<file path="src/rtl/neural_burning_pkg.sv">
// rtl/neural_burning_pkg.sv - shared fixed-point constants, lane slicing and feeder state type
package neural_burning_pkg;

  localparam int DATA_SIZE = 16;
  localparam int FRAC_BITS = DATA_SIZE / 2;
  localparam int ONE       = 1 << FRAC_BITS;

  typedef enum logic {
    LOAD,
    STREAM
  } feeder_state_t;

  // Lane 0 is the MSB slice of a packed vector; returns the LSB offset of a lane.
  function automatic int lane_lo(input int width, input int lanes, input int lane);
    return width * (lanes - 1 - lane);
  endfunction

endpackage

</file>
<file path="src/rtl/skew_lane_mux.sv">
// rtl/skew_lane_mux.sv - picks the buffered entry a lane shows at skew step t, or zero padding
module skew_lane_mux #(
  parameter int data_size = 16,
  parameter int size      = 3,
  parameter int lane      = 0,
  parameter int t_w       = 3
) (
  input  logic [t_w-1:0]            t,
  input  logic [data_size*size-1:0] entries,
  output logic [data_size-1:0]      sel
);
  import neural_burning_pkg::*;

  always_comb begin
    sel = '0;
    for (int m = 0; m < size; m++) begin
      if (int'(t) == m + lane) begin
        sel = entries[lane_lo(data_size, size, m) +: data_size];
      end
    end
  end

endmodule

</file>
<file path="src/rtl/systolic_feeder.sv">
// rtl/systolic_feeder.sv - buffers one operand tile and replays it as skewed lane streams
module systolic_feeder #(
  parameter int data_size = 16,
  parameter int size      = 3
) (
  input  logic                      clk,
  input  logic                      reset_n,
  input  logic [data_size*size-1:0] in_a,
  input  logic [data_size*size-1:0] in_b,
  input  logic                      in_valid,
  output logic                      in_ready,
  output logic [data_size*size-1:0] a,
  output logic [data_size*size-1:0] b,
  output logic                      reset_counter,
  output logic                      out_valid,
  output logic                      tile_done
);
  import neural_burning_pkg::*;

  localparam int K_W = (size > 1) ? $clog2(size) : 1;
  localparam int T_W = (size > 1) ? $clog2(2 * size - 1) : 1;
  localparam logic [K_W-1:0] LAST_K = K_W'(size - 1);
  localparam logic [T_W-1:0] LAST_T = T_W'(2 * size - 2);

  feeder_state_t state, state_nxt;
  logic [K_W-1:0] k;
  logic [T_W-1:0] t;
  logic           accept;

  // a_buf[i] holds row i of A, b_buf[j] holds column j of B, each indexed by beat.
  logic [data_size*size-1:0] a_buf [size];
  logic [data_size*size-1:0] b_buf [size];
  logic [data_size*size-1:0] a_nxt, b_nxt;

  // The tile_done cycle is still part of the tile, so loading resumes one cycle later.
  assign in_ready = (state == LOAD) && !tile_done;
  assign accept   = in_valid && in_ready;

  always_ff @(posedge clk or negedge reset_n) begin
    if (!reset_n) state <= LOAD;
    else          state <= state_nxt;
  end

  always_comb begin
    state_nxt = state;
    case (state)
      LOAD:    if (accept && k == LAST_K) state_nxt = STREAM;
      STREAM:  if (t == LAST_T)           state_nxt = LOAD;
      default: state_nxt = LOAD;
    endcase
  end

  always_ff @(posedge clk or negedge reset_n) begin
    if (!reset_n) begin
      for (int i = 0; i < size; i++) begin
        a_buf[i] <= '0;
        b_buf[i] <= '0;
      end
    end else if (accept) begin
      for (int i = 0; i < size; i++) begin
        for (int m = 0; m < size; m++) begin
          if (k == K_W'(m)) begin
            a_buf[i][lane_lo(data_size, size, m) +: data_size] <=
              in_a[lane_lo(data_size, size, i) +: data_size];
            b_buf[i][lane_lo(data_size, size, m) +: data_size] <=
              in_b[lane_lo(data_size, size, i) +: data_size];
          end
        end
      end
    end
  end

  always_ff @(posedge clk or negedge reset_n) begin
    if (!reset_n) begin
      k             <= '0;
      t             <= '0;
      a             <= '0;
      b             <= '0;
      out_valid     <= 1'b0;
      reset_counter <= 1'b0;
      tile_done     <= 1'b0;
    end else begin
      if (accept) k <= (k == LAST_K) ? '0 : k + K_W'(1);
      if (state == STREAM) t <= (t == LAST_T) ? '0 : t + T_W'(1);
      else                 t <= '0;
      out_valid     <= (state == STREAM);
      reset_counter <= (state == STREAM) && (t == '0);
      tile_done     <= (state == STREAM) && (t == LAST_T);
      a             <= (state == STREAM) ? a_nxt : '0;
      b             <= (state == STREAM) ? b_nxt : '0;
    end
  end

  for (genvar i = 0; i < size; i++) begin : g_lane
    skew_lane_mux #(
      .data_size(data_size),
      .size     (size),
      .lane     (i),
      .t_w      (T_W)
    ) u_mux_a (
      .t      (t),
      .entries(a_buf[i]),
      .sel    (a_nxt[lane_lo(data_size, size, i) +: data_size])
    );
    skew_lane_mux #(
      .data_size(data_size),
      .size     (size),
      .lane     (i),
      .t_w      (T_W)
    ) u_mux_b (
      .t      (t),
      .entries(b_buf[i]),
      .sel    (b_nxt[lane_lo(data_size, size, i) +: data_size])
    );
  end

endmodule

</file>
<file path="config.mk">
export PLATFORM = sky130hd
export DESIGN_NAME = systolic_feeder
export DESIGN_NICKNAME = d
export VERILOG_FILES = /design/src/rtl/neural_burning_pkg.sv /design/src/rtl/skew_lane_mux.sv /design/src/rtl/systolic_feeder.sv
export SDC_FILE = /design/constraint.sdc
export NUM_CORES = 1
export LEC_CHECK = 0
export CAP_MARGIN = 20
export CORE_MARGIN = 5
export CORE_UTILIZATION = 44
export DETAILED_ROUTE_END_ITERATION = 12
export PLACE_DENSITY = 0.66
export RECOVER_POWER = 25
export SYNTH_ARGS = -nofsm -noshare
export SYNTH_HDL_FRONTEND = slang
export SYNTH_SLANG_ARGS = --single-unit
</file>
<file path="constraint.sdc">
create_clock -name clk -period 5.46 [get_ports clk]
set_input_delay 1.638 -clock clk [delete_from_list [all_inputs] [get_ports clk]]
set_output_delay 1.638 -clock clk [all_outputs]
set_load 0.05 [all_outputs]
</file>
==> flow_results.xml, run 1 <==
<?xml version="1.0" encoding="UTF-8"?>
<metrics>
  <group name="sta">
    <metric name="setup-violations-final" unit="">0</metric>
    <metric name="finalHoldViolations" unit="">0</metric>
    <metric name="finalCriticalPeriod" unit="ps">3970</metric>
    <metric name="rsz0062_at_grt" unit="">false</metric>
    <metric name="fin_tns_setup" unit="ps">0</metric>
    <metric name="crit_share_post_route" unit="%">72.7</metric>
    <metric name="tightest_slew" unit="ps">2460</metric>
    <metric name="slew_headroom" unit="%">-63.9</metric>
    <metric name="maxSlewViolCount" unit="">163</metric>
    <metric name="fmaxAchievable" unit="MHz">252</metric>
    <metric name="timing.clock.skew" unit="ps">10.7</metric>
  </group>
  <group name="die">
    <metric name="floorplan.die.height" unit="microns">197</metric>
    <metric name="core-area" unit="sq mm">0.0346</metric>
    <metric name="boundaryPins" unit="">199</metric>
    <metric name="std_cell_rows" unit="">68</metric>
    <metric name="initial_core_util" unit="%">44.7</metric>
    <metric name="floorplan.die_area" unit="sq mm">0.0390</metric>
    <metric name="dieWidth" unit="microns">197</metric>
  </group>
  <group name="layout">
    <metric name="layout.cells.non_filler" unit="">1757</metric>
    <metric name="drive_gt1_share" unit="%">30.1</metric>
    <metric name="final_net_count" unit="">1369</metric>
    <metric name="layout-area-overhead-vs-synth" unit="%">25.8</metric>
  </group>
  <group name="global_routing">
    <metric name="vias_in_the_first_global_route" unit="">10200</metric>
    <metric name="grt_pass1_wl" unit="mm">57.6</metric>
    <metric name="grtUsageMet3" unit="%">3.36</metric>
    <metric name="number_of_antenna_violations_at_the_first_check_in_global_routing" unit="">3</metric>
    <metric name="grt_util_met1" unit="%">25.8</metric>
    <metric name="met2_usage" unit="%">29.9</metric>
    <metric name="globalRouteTotalUtil" unit="%">18.4</metric>
    <metric name="largest_net_degree_at_the_start_of_global_routing" unit="">98</metric>
    <metric name="grt_busiest_layer" unit="">met2</metric>
    <metric name="grt_overflow" unit="">0</metric>
  </group>
  <group name="clock_network">
    <metric name="clock_latency" unit="ps">530</metric>
    <metric name="ctsHtreeMaxLevel" unit="">2</metric>
    <metric name="cts_setup_buffers" unit="">0</metric>
    <metric name="numCtsBuffers" unit="">43</metric>
    <metric name="post_cts_resized" unit="">0</metric>
    <metric name="tritoncts_clock_tree" unit="">done</metric>
    <metric name="cts_hold_buf" unit="">0</metric>
    <metric name="clockRootBuffer" unit="">sky130_fd_sc_hd__clkbuf_16</metric>
    <metric name="clk_transition_reported_paths" unit="ps">60</metric>
    <metric name="clock_path_buffers" unit="">3</metric>
    <metric name="numClockSinks" unit="">393</metric>
  </group>
  <group name="drt">
    <metric name="drc_errors" unit="">0</metric>
    <metric name="drt_wl_total" unit="mm">35.6</metric>
    <metric name="avgRoutedWirePerCell" unit="microns">20.3</metric>
    <metric name="drt_pre_antenna_iters" unit="">4</metric>
    <metric name="routed-via-count" unit="">9434</metric>
    <metric name="postRouteAntennaNets" unit="">0</metric>
    <metric name="viasPerCell" unit="">5.37</metric>
    <metric name="dr.first_iter.drc_count" unit="">493</metric>
  </group>
  <group name="synth">
    <metric name="synth-compound-area-share" unit="%">7.30</metric>
    <metric name="yosys.area_share.xor_xnor" unit="%">0</metric>
    <metric name="avgSynthCellArea" unit="sq um">14.3</metric>
    <metric name="synth_seq_cells" unit="">393</metric>
    <metric name="synth_edf_count" unit="">0</metric>
    <metric name="proportion_of_synthesized_flip_flops_having_asynchronous_set_or_reset" unit="%">100</metric>
    <metric name="fraction_of_the_mapped_netlist_area_in_adder_cells" unit="%">0.405</metric>
    <metric name="synth.yosys.seq_area_share" unit="%">63.6</metric>
    <metric name="synth_cells" unit="">1081</metric>
    <metric name="muxShareOfSynthArea" unit="%">21.7</metric>
    <metric name="post_synth_num_cell_types" unit="">21</metric>
    <metric name="syn_nets" unit="">1185</metric>
    <metric name="synthesis.area" unit="sq mm">0.0155</metric>
    <metric name="post_synth_and_or_nand_nor_area_fraction" unit="%">4.64</metric>
    <metric name="synth_flop_cell" unit="">sky130_fd_sc_hd__dfrtp_1</metric>
    <metric name="synth_top_family_by_area" unit="">multiplexers</metric>
    <metric name="yosys_warnings" unit="">0</metric>
  </group>
  <group name="power_and_ir_drop">
    <metric name="power.leakage" unit="nW">8.37</metric>
    <metric name="power.density" unit="mW/mm^2">630</metric>
    <metric name="ir_drop" unit="uV">387</metric>
  </group>
  <group name="min_path">
    <metric name="hold_path_class" unit="">reg -&gt; reg</metric>
    <metric name="min_delay_path_depth" unit="">2</metric>
  </group>
  <group name="status">
    <metric name="failing_checks" unit="">max-capacitance violations, max-slew violations</metric>
    <metric name="run_status" unit="">finished with violations</metric>
  </group>
  <group name="setup_path">
    <metric name="ff2ff_path_depth" unit="">7</metric>
    <metric name="crit_type" unit="">reg -&gt; out</metric>
    <metric name="arrival_worst_endpoint" unit="ps">2330</metric>
    <metric name="cp.required" unit="ps">3820</metric>
    <metric name="cp_max_fo" unit="">21</metric>
    <metric name="worst_setup_path_start_kind" unit="">register</metric>
    <metric name="worstSetupEndpointType" unit="">primary output</metric>
  </group>
  <group name="placed_design">
    <metric name="routabilityCongestion" unit="">0.739</metric>
    <metric name="io_buffers" unit="">198</metric>
    <metric name="post-dp-hpwl" unit="mm">20.9</metric>
    <metric name="place_inst" unit="">1675</metric>
  </group>
  <group name="flow_run">
    <metric name="drv.max_cap_violation_count" unit="">3</metric>
  </group>
</metrics>
[cell usage in the layout, fill, tap and decap left out, types with 4 or more instances in the layout]
| cell | synthesis | routed |
|---|---|---|
| sky130_fd_sc_hd__nor2b_1 | 35 | 33 |
| sky130_fd_sc_hd__mux2_2 | 259 | 259 |
| sky130_fd_sc_hd__clkbuf_1 | 53 | 7 |
| sky130_fd_sc_hd__a221oi_1 | 64 | 64 |
| sky130_fd_sc_hd__clkbuf_16 | 0 | 44 |
| sky130_fd_sc_hd__clkdlybuf4s50_1 | 0 | 197 |
| sky130_fd_sc_hd__a22oi_1 | 32 | 32 |
| sky130_fd_sc_hd__mux2_4 | 29 | 29 |
| sky130_fd_sc_hd__buf_12 | 0 | 5 |
| sky130_fd_sc_hd__clkbuf_8 | 0 | 15 |
| sky130_fd_sc_hd__buf_4 | 0 | 14 |
| sky130_fd_sc_hd__bufinv_16 | 0 | 4 |
| sky130_fd_sc_hd__clkinv_2 | 0 | 7 |
| sky130_fd_sc_hd__inv_1 | 4 | 4 |
| sky130_fd_sc_hd__nand2_1 | 39 | 38 |
| sky130_fd_sc_hd__nor2_1 | 35 | 35 |
| sky130_fd_sc_hd__dfrtp_1 | 393 | 393 |
| sky130_fd_sc_hd__nor3_1 | 32 | 32 |
| sky130_fd_sc_hd__o21ai_0 | 64 | 64 |
[cells in the mapped netlist, types with 3 or more instances]
library cell,n,area share [%]
sky130_fd_sc_hd__inv_1,4,0.097
sky130_fd_sc_hd__a221oi_1,64,3.6
sky130_fd_sc_hd__ha_1,5,0.40
sky130_fd_sc_hd__nor2_1,35,0.85
sky130_fd_sc_hd__nor3_1,32,1.0
sky130_fd_sc_hd__nand2_1,39,0.95
sky130_fd_sc_hd__mux2_4,29,2.8
sky130_fd_sc_hd__a22oi_1,32,1.6
sky130_fd_sc_hd__buf_6,4,0.29
sky130_fd_sc_hd__and3_1,3,0.12
sky130_fd_sc_hd__clkbuf_1,53,1.3
sky130_fd_sc_hd__mux2_2,259,19
sky130_fd_sc_hd__dfrtp_1,393,64
sky130_fd_sc_hd__nor2b_1,35,1.4
sky130_fd_sc_hd__o21ai_0,64,2.1
sky130_fd_sc_hd__buf_1,7,0.17
sky130_fd_sc_hd__buf_2,17,0.55
[metrics by stage]
stage	util (%)	power [mW]	setup WS [ps]	instance area, sq um	hold slack, ps
after floorplan	-	7.93	2260	15500	406
after global placement	51.8	9.20	1260	17900	457
after detailed placement	51.8	9.34	1270	17900	463
after CTS	56.2	12.4	1440	19500	476
after global routing	56.2	13.0	1260	19400	502
final	56.2	12.3	1490	19400	476
[per-layer routing]
layer,up-vias,routed length (microns)
met5,-,0
met4,0,622
met3,45,1560
met2,194,17200
met1,4925,16300
li1,4270,-
[worst paths after layout]
check                               start   endpoint  slack [ps]
worst max-delay path                state   in_ready        1490
worst min-delay path            b_buf[15]      b[15]         480
worst max register to register       t[1]      b[43]        1520
worst min register to register  b_buf[15]      b[15]         480
max in group asynchronous         reset_n  b_buf[59]        1980
min in group asynchronous         reset_n       b[5]        1830
[kinds of logic (layout without fill, tap and decap cells)]
| group | after synthesis | count (layout) |
|---|---|---|
| other | 0 | 3 |
| AND/OR/NAND/NOR | 149 | 149 |
| multiplexers | 288 | 288 |
| adder cells (fa/ha/maj) | 5 | 5 |
| flip-flops | 393 | 393 |
| AO/OA/AOI/OAI | 161 | 161 |
| buffers and inverters | 85 | 303 |
[layout make-up]
type	instances	area (sq um)
Antenna cell	3	7.51
Clock buffer	64	1330
Multi-Input combinational cell	603	5300
Timing Repair Buffer	220	2200
Clock inverter	15	195
Fill cell	2823	15200
Inverter	4	15.0
Sequential cell	393	9830
Tap cell	455	569
[power by group]
| part | switching, mW | total (mW) | internal, mW |
|---|---|---|---|
| Combinational | 2.31 | 4.33 | 2.01 |
| Sequential | 0.663 | 4.92 | 4.26 |
| Clock | 1.14 | 3.02 | 1.87 |
| Total | 4.12 | 12.3 | 8.14 |
[critical path, cell delays in order, from the launching register on]
cell and delay (ps):
sky130_fd_sc_hd__dfrtp_1 930, sky130_fd_sc_hd__nor2_1 130, sky130_fd_sc_hd__clkdlybuf4s50_1 740
[registers in the layout (all words and copies together) (netlist names)]
signal         cells
a                 48
a_buf            144
b                 48
b_buf            144
k                  2
out_valid          1
reset_counter      1
state              1
t                  3
tile_done          1
No activity file was read; power rests on OpenSTA's default activity.
==> run 2: changes to the inputs <==
==> constraint.sdc (replaced) <==
create_clock -name clk -period 3.7 [get_ports clk]
set_input_delay 1.11 -clock clk [delete_from_list [all_inputs] [get_ports clk]]
set_output_delay 1.11 -clock clk [all_outputs]
set_load 0.05 [all_outputs]
==> run 2 against run 1 <==
Net effect: the flow still finishes with violations (max-capacitance violations, max-slew violations); power is 46% higher; combinational power is 49% higher; global-route usage is 0.29 points lower; sequential share of layout area hardly changed; clock power is 39% higher; register-to-register slack worse by 840 ps; wire length is 1.1% lower; flip-flop and latch count stayed put; non-clock buffer count is 7 higher; sequential power is 47% higher; critical path type unchanged; critical endpoint unchanged.
==> flow_results.xml, run 2 (synthesis results as in run 1) <==
<?xml version="1.0" encoding="UTF-8"?>
<metrics>
  <group name="setup_path">
    <metric name="r2r_slack" unit="ps">680</metric>
    <metric name="arrival_worst_endpoint" unit="ps">2100</metric>
    <metric name="worst_setup_path_start_kind" unit="">register</metric>
    <metric name="worst_r2r_startpoint" unit="">t[0]</metric>
    <metric name="crit_type" unit="">reg -&gt; out</metric>
    <metric name="critical_path.reg2reg.endpoint" unit="">a[29]</metric>
    <metric name="cp.required" unit="ps">2590</metric>
    <metric name="worstSetupEndpointType" unit="">primary output</metric>
    <metric name="ff2ff_path_depth" unit="">6</metric>
    <metric name="cp_max_fo" unit="">14</metric>
  </group>
  <group name="sta">
    <metric name="finalCriticalPeriod" unit="ps">3210</metric>
    <metric name="finalHoldViolations" unit="">0</metric>
    <metric name="rsz0062_at_grt" unit="">false</metric>
    <metric name="slew_headroom" unit="%">-2.39</metric>
    <metric name="maxSlewViolCount" unit="">58</metric>
    <metric name="setup-violations-final" unit="">0</metric>
    <metric name="tightest_slew" unit="ps">1540</metric>
    <metric name="fmaxAchievable" unit="MHz">311</metric>
    <metric name="timing.clock.skew" unit="ps">19.5</metric>
    <metric name="crit_share_post_route" unit="%">86.8</metric>
    <metric name="fin_tns_setup" unit="ps">0</metric>
  </group>
  <group name="clock_network">
    <metric name="post_cts_resized" unit="">0</metric>
    <metric name="clk_transition_reported_paths" unit="ps">60</metric>
    <metric name="numClockSinks" unit="">393</metric>
    <metric name="numCtsBuffers" unit="">42</metric>
    <metric name="tritoncts_clock_tree" unit="">done</metric>
    <metric name="cts_hold_buf" unit="">0</metric>
    <metric name="cts_setup_buffers" unit="">0</metric>
    <metric name="clock_path_buffers" unit="">3</metric>
    <metric name="clock_latency" unit="ps">530</metric>
    <metric name="ctsHtreeMaxLevel" unit="">2</metric>
    <metric name="clockRootBuffer" unit="">sky130_fd_sc_hd__clkbuf_16</metric>
  </group>
  <group name="flow_run">
    <metric name="drv.max_cap_violation_count" unit="">1</metric>
  </group>
  <group name="placed_design">
    <metric name="io_buffers" unit="">198</metric>
    <metric name="routabilityCongestion" unit="">0.720</metric>
    <metric name="place_inst" unit="">1682</metric>
    <metric name="post-dp-hpwl" unit="mm">21.3</metric>
    <metric name="placedInstanceArea" unit="sq mm">0.0181</metric>
  </group>
  <group name="status">
    <metric name="run_status" unit="">finished with violations</metric>
    <metric name="failing_checks" unit="">max-capacitance violations, max-slew violations</metric>
  </group>
  <group name="power_and_ir_drop">
    <metric name="ir_drop" unit="uV">496</metric>
    <metric name="power.leakage" unit="nW">8.38</metric>
    <metric name="post_layout_power" unit="mW">17.9</metric>
    <metric name="power.density" unit="mW/mm^2">920</metric>
  </group>
  <group name="global_routing">
    <metric name="globalRouteTotalUtil" unit="%">18.1</metric>
    <metric name="number_of_antenna_violations_at_the_first_check_in_global_routing" unit="">0</metric>
    <metric name="vias_in_the_first_global_route" unit="">10200</metric>
    <metric name="grt_pass1_wl" unit="mm">56.9</metric>
    <metric name="grt_overflow" unit="">0</metric>
    <metric name="largest_net_degree_at_the_start_of_global_routing" unit="">81</metric>
  </group>
  <group name="die">
    <metric name="boundaryPins" unit="">199</metric>
    <metric name="initial_core_util" unit="%">44.7</metric>
    <metric name="dieWidth" unit="microns">197</metric>
    <metric name="floorplan.die.height" unit="microns">197</metric>
    <metric name="floorplan.die_area" unit="sq mm">0.0390</metric>
    <metric name="core-area" unit="sq mm">0.0346</metric>
    <metric name="std_cell_rows" unit="">68</metric>
  </group>
  <group name="drt">
    <metric name="viasPerCell" unit="">5.39</metric>
    <metric name="routed-via-count" unit="">9469</metric>
    <metric name="drt_pre_antenna_iters" unit="">4</metric>
    <metric name="drt_wl_total" unit="mm">35.2</metric>
    <metric name="avgRoutedWirePerCell" unit="microns">20.0</metric>
    <metric name="postRouteAntennaNets" unit="">0</metric>
    <metric name="drc_errors" unit="">0</metric>
    <metric name="dr.first_iter.drc_count" unit="">320</metric>
  </group>
  <group name="layout">
    <metric name="final_common_cell" unit="">sky130_fd_sc_hd__dfrtp_1</metric>
    <metric name="layout.cells.non_filler" unit="">1758</metric>
    <metric name="final_net_count" unit="">1375</metric>
    <metric name="antenna_cells" unit="">0</metric>
    <metric name="largest_registers" unit="">a_buf x144, b_buf x144</metric>
    <metric name="layout.cells.most_common_list" unit="">sky130_fd_sc_hd__dfrtp_1 (393), sky130_fd_sc_hd__mux2_2 (259), sky130_fd_sc_hd__clkdlybuf4s50_1 (197), sky130_fd_sc_hd__a221oi_1 (64), sky130_fd_sc_hd__o21ai_0 (64)</metric>
    <metric name="drive_gt1_share" unit="%">30.3</metric>
    <metric name="layout-area-overhead-vs-synth" unit="%">25.7</metric>
    <metric name="finalInstanceArea" unit="sq mm">0.0194</metric>
    <metric name="multi_input_area" unit="sq mm">0.00530</metric>
    <metric name="num-fill-cells" unit="">2855</metric>
    <metric name="area.sequential" unit="sq mm">0.00983</metric>
  </group>
  <group name="min_path">
    <metric name="hold_path_class" unit="">reg -&gt; reg</metric>
    <metric name="min_to" unit="">a[14]</metric>
    <metric name="min_delay_path_depth" unit="">2</metric>
    <metric name="start_point_of_the_worst_min_delay_path" unit="">a_buf[14]</metric>
  </group>
</metrics>
-- run 2: critical path, cell delays in order (launching register included) --
cell and delay (ps):
sky130_fd_sc_hd__dfrtp_1 580, sky130_fd_sc_hd__nor2_1 180, sky130_fd_sc_hd__clkdlybuf4s50_1 820
-- run 2: area by class of cell --
cell class	instances	area share, %
sequential	393	50.6
inverter	4	0.0773
clock buffer	61	6.57
multi-input combinational	603	27.3
tap	455	2.93
timing repair buffer	227	11.9
clock inverter	15	0.689
-- run 2: layer usage --
metal / share of wire (%) / global-route usage, %
met4: 1.8 / 4.29
met2: 48 / 29.8
met1: 45 / 25.4
met5: 0 / 0
met3: 4.8 / 3.10
-- run 2: worst max path at each step --
stage	from	endpoint	slack [ps]
final	state	in_ready	490
after floorplan	in_valid	a_buf[112]	1020
after global placement	in_valid	a_buf[83]	390
after CTS	state	in_ready	460
after global routing	reset_n	a_buf[99]	280
after detailed placement	in_valid	b_buf[135]	370
-- run 2: per-stage QoR --
step | utilization (%) | hold slack (ps) | setup slack, ps
after global routing | 56.1 | 508 | 282
after global placement | 52.1 | 456 | 391
after detailed placement | 52.2 | 460 | 370
final | 56.1 | 471 | 488
after CTS | 56.2 | 474 | 457
after floorplan | - | 406 | 1020
-- run 2: where the power goes --
| part | internal (mW) | leakage [nW] | switching (mW) | total [mW] |
|---|---|---|---|---|
| logic | 3.03 | 2.81 | 3.41 | 6.44 |
| registers | 6.28 | 4.87 | 0.946 | 7.23 |
| clock network | 2.53 | 0.700 | 1.67 | 4.21 |
| total | 11.8 | 8.38 | 6.03 | 17.9 |
==> RTL change, RTL diff (config.mk and constraints of run 2) <==
`size` is set to 3 in 2 places; all go to 5.
--- a/src/rtl/skew_lane_mux.sv
+++ b/src/rtl/skew_lane_mux.sv
@@ -1,7 +1,7 @@
 // rtl/skew_lane_mux.sv - picks the buffered entry a lane shows at skew step t, or zero padding
 module skew_lane_mux #(
   parameter int data_size = 16,
-  parameter int size      = 3,
+  parameter int size      = 5,
   parameter int lane      = 0,
   parameter int t_w       = 3
 ) (
--- a/src/rtl/systolic_feeder.sv
+++ b/src/rtl/systolic_feeder.sv
@@ -1,7 +1,7 @@
 // rtl/systolic_feeder.sv - buffers one operand tile and replays it as skewed lane streams
 module systolic_feeder #(
   parameter int data_size = 16,
-  parameter int size      = 3
+  parameter int size      = 5
 ) (
   input  logic                      clk,
   input  logic                      reset_n,
Ports: changed (resized a, b, in_a and in_b); port bits go from 199 to 327. The function was not compared with the original's and may differ.
==> RTL change against run 2 <==
  * The flow still finishes with violations (capacitance limit, slew limit)
  * Sequential cell count up 578
  * Worst setup slack lost 0.021 ns
  * Fmax shrank 0.64%
  * Routed wire length increased to 3.1 times the old value
  * Cell area grew to 2.6 times the old value
  * Clock skew is 0.00076 ns higher
  * Synthesized cell count grew to 3.0 times the old value
  * Highest routed layer is now met5
  * Area after synthesis rose to 2.7 times the old value
  * Total power is 150% higher
  * Worst hold slack improved by 0.010 ns
==> RTL change: results (changes against run 2) <==
Fin cells -> 4879 (+180%)
Drt initial violations -> 1742 (+440%)
Clock share of power -> 24.2% (+0.7 points)
Pin count of the biggest net entering global routing -> 127 (+57%)
Max cap viols -> 1 (unchanged)
Hold Path Depth -> 1 (-1)
Maximum vdd ir drop -> 486 uV (-1.9%)
Critical Path AT -> 2.12 ns (+0.02 ns)
Hold endpoint -> a_buf[61]$_DFFE_PN0P_
Sw Pwr -> 0.0151 W (+150%)
Pre-CTS setup slack -> 0.359 ns (-0.0113 ns)
Worst-path fanout max -> 47 (+33)
R2R setup slack -> 0.83 ns (+0.15 ns)
Drt first pass iters -> 5 (+1)
Crit Reg-Reg Startpoint -> state$_DFF_PN0_
Worst skew pair latency -> 0.67 ns (+0.14 ns)
DP Area -> 46600 sq um (+160%)
First-pass GRT wire length -> 173000 um (+200%)
Post-route cell area -> 50100 sq um (+160%)
Port Buffers -> 326 (+65%)
H-Tree Depth -> 3 (+1)
Global-route usage over all layers -> 21.4% (+3.3 points)
GP Congestion -> 0.730 (+1.4%)
Top post-synthesis cells by count -> dfrtp_1, mux2_2, a21oi_1
Syn Nets -> 3428 (+190%)
Count of different cell masters after synthesis -> 42 (+100%)
Total power -> 0.0442 W (+150%)
Logic pwr share -> 35.1% (-0.9 points)
Vias in the first global route -> 29000 (+180%)
Cells after synthesis -> 3256 (+200%)
Antenna violations before repair -> 16 (+16)
Proportion of layout cells with a drive suffix above 1 -> 23.4% (-6.9 points)
Post-CTS setup buffer count -> 0 (unchanged)
Nets@finish -> 3693 (+170%)
Number of buffers created by CTS -> 102 (+140%)
Ys flop type -> dfrtp_1
Register area share after synthesis -> 58.3% (-5.3 points)
Area contributors post-synth -> dfrtp_1, mux2_2, mux2_1, a21oi_1, o21ai_0
Clock buffer depth -> 3 (unchanged)
P_leak -> 21.3 nW (+150%)
Failing checks -> capacitance limit, slew limit
Worst Hold Launch -> a_buf[61]$_DFFE_PN0P_
Post-CTS Resized -> 0 (unchanged)
Worst Tran Pin Value -> 2.68 ns (+1.15 ns)
Placed Cells incl. Taps -> 4682 (+180%)
Biggest regs -> a_buf: 400 flops, b_buf: 400 flops
Status -> finished, violations left
Clock skew -> 0.0202 ns (+0.000759 ns)
Final Max Tran Viols -> 59 (+1.7%)
Fill cells -> 7928 (+180%)
Capturing point of the worst reg2reg path -> a_buf[223]$_DFFE_PN0P_
## RTL change: cell types whose count changed in the layout (fill, tap and decap cells not counted), moves of 127 or more
cell and delta:
clkdlybuf4s50_1 +127, a21oi_1 +347, o21ai_0 +133, mux2_2 +241, nand2_1 +128, dfrtp_1 +575
mux2_1 +300
## RTL change: area by class of cell
type	count	share of cell area [%]
Antenna cell	13	0.0650
Sequential cell	971	48.5
Tap cell	1265	3.16
Inverter	37	0.277
Multi-Input combinational cell	1977	32.0
Clock inverter	32	0.999
Clock buffer	152	6.04
Timing Repair Buffer	432	8.95
## RTL change: routing by layer
metal	up-vias	GRT usage, %	part of all wire, %
met1	14300	29.7	45
met3	149	3.80	4.6
met5	-	0	0.041
li1	12300	-	-
met4	8	5.90	2.1
met2	611	34.9	48
## RTL change: kinds of logic (layout without fill, tap and decap cells)
family,after synthesis,count (layout),synth area share [%]
buf+inv,308,653,3.63
xor+xnor,1,1,0.0210
compound gates,805,805,11.9
mux,801,801,21.6
fa+ha+maj,9,9,0.270
flops,971,971,58.3
other cells,0,13,0
simple gates,361,361,4.28
## RTL change: worst max-delay path: stages, from the launching register on
cell	delay, ns
dfrtp_4	0.73
nor2_1	0.45
buf_4	0.28
## RTL change: how the worst max path moves through the flow
stage / cells after the start / slack (ns) / end / from
after floorplan: 8 / 1.01 / a_buf[128]$_DFFE_PN0P_ / tile_done$_DFF_PN0_
after global routing: 2 / 0.19 / b_buf[145]$_DFFE_PN0P_ / reset_n
after global placement: 7 / 0.36 / a_buf[229]$_DFFE_PN0P_ / in_valid
after detailed placement: 7 / 0.36 / a_buf[236]$_DFFE_PN0P_ / in_valid
after CTS: 2 / 0.42 / in_ready / state$_DFF_PN0_
final: 2 / 0.47 / in_ready / state$_DFF_PN0_
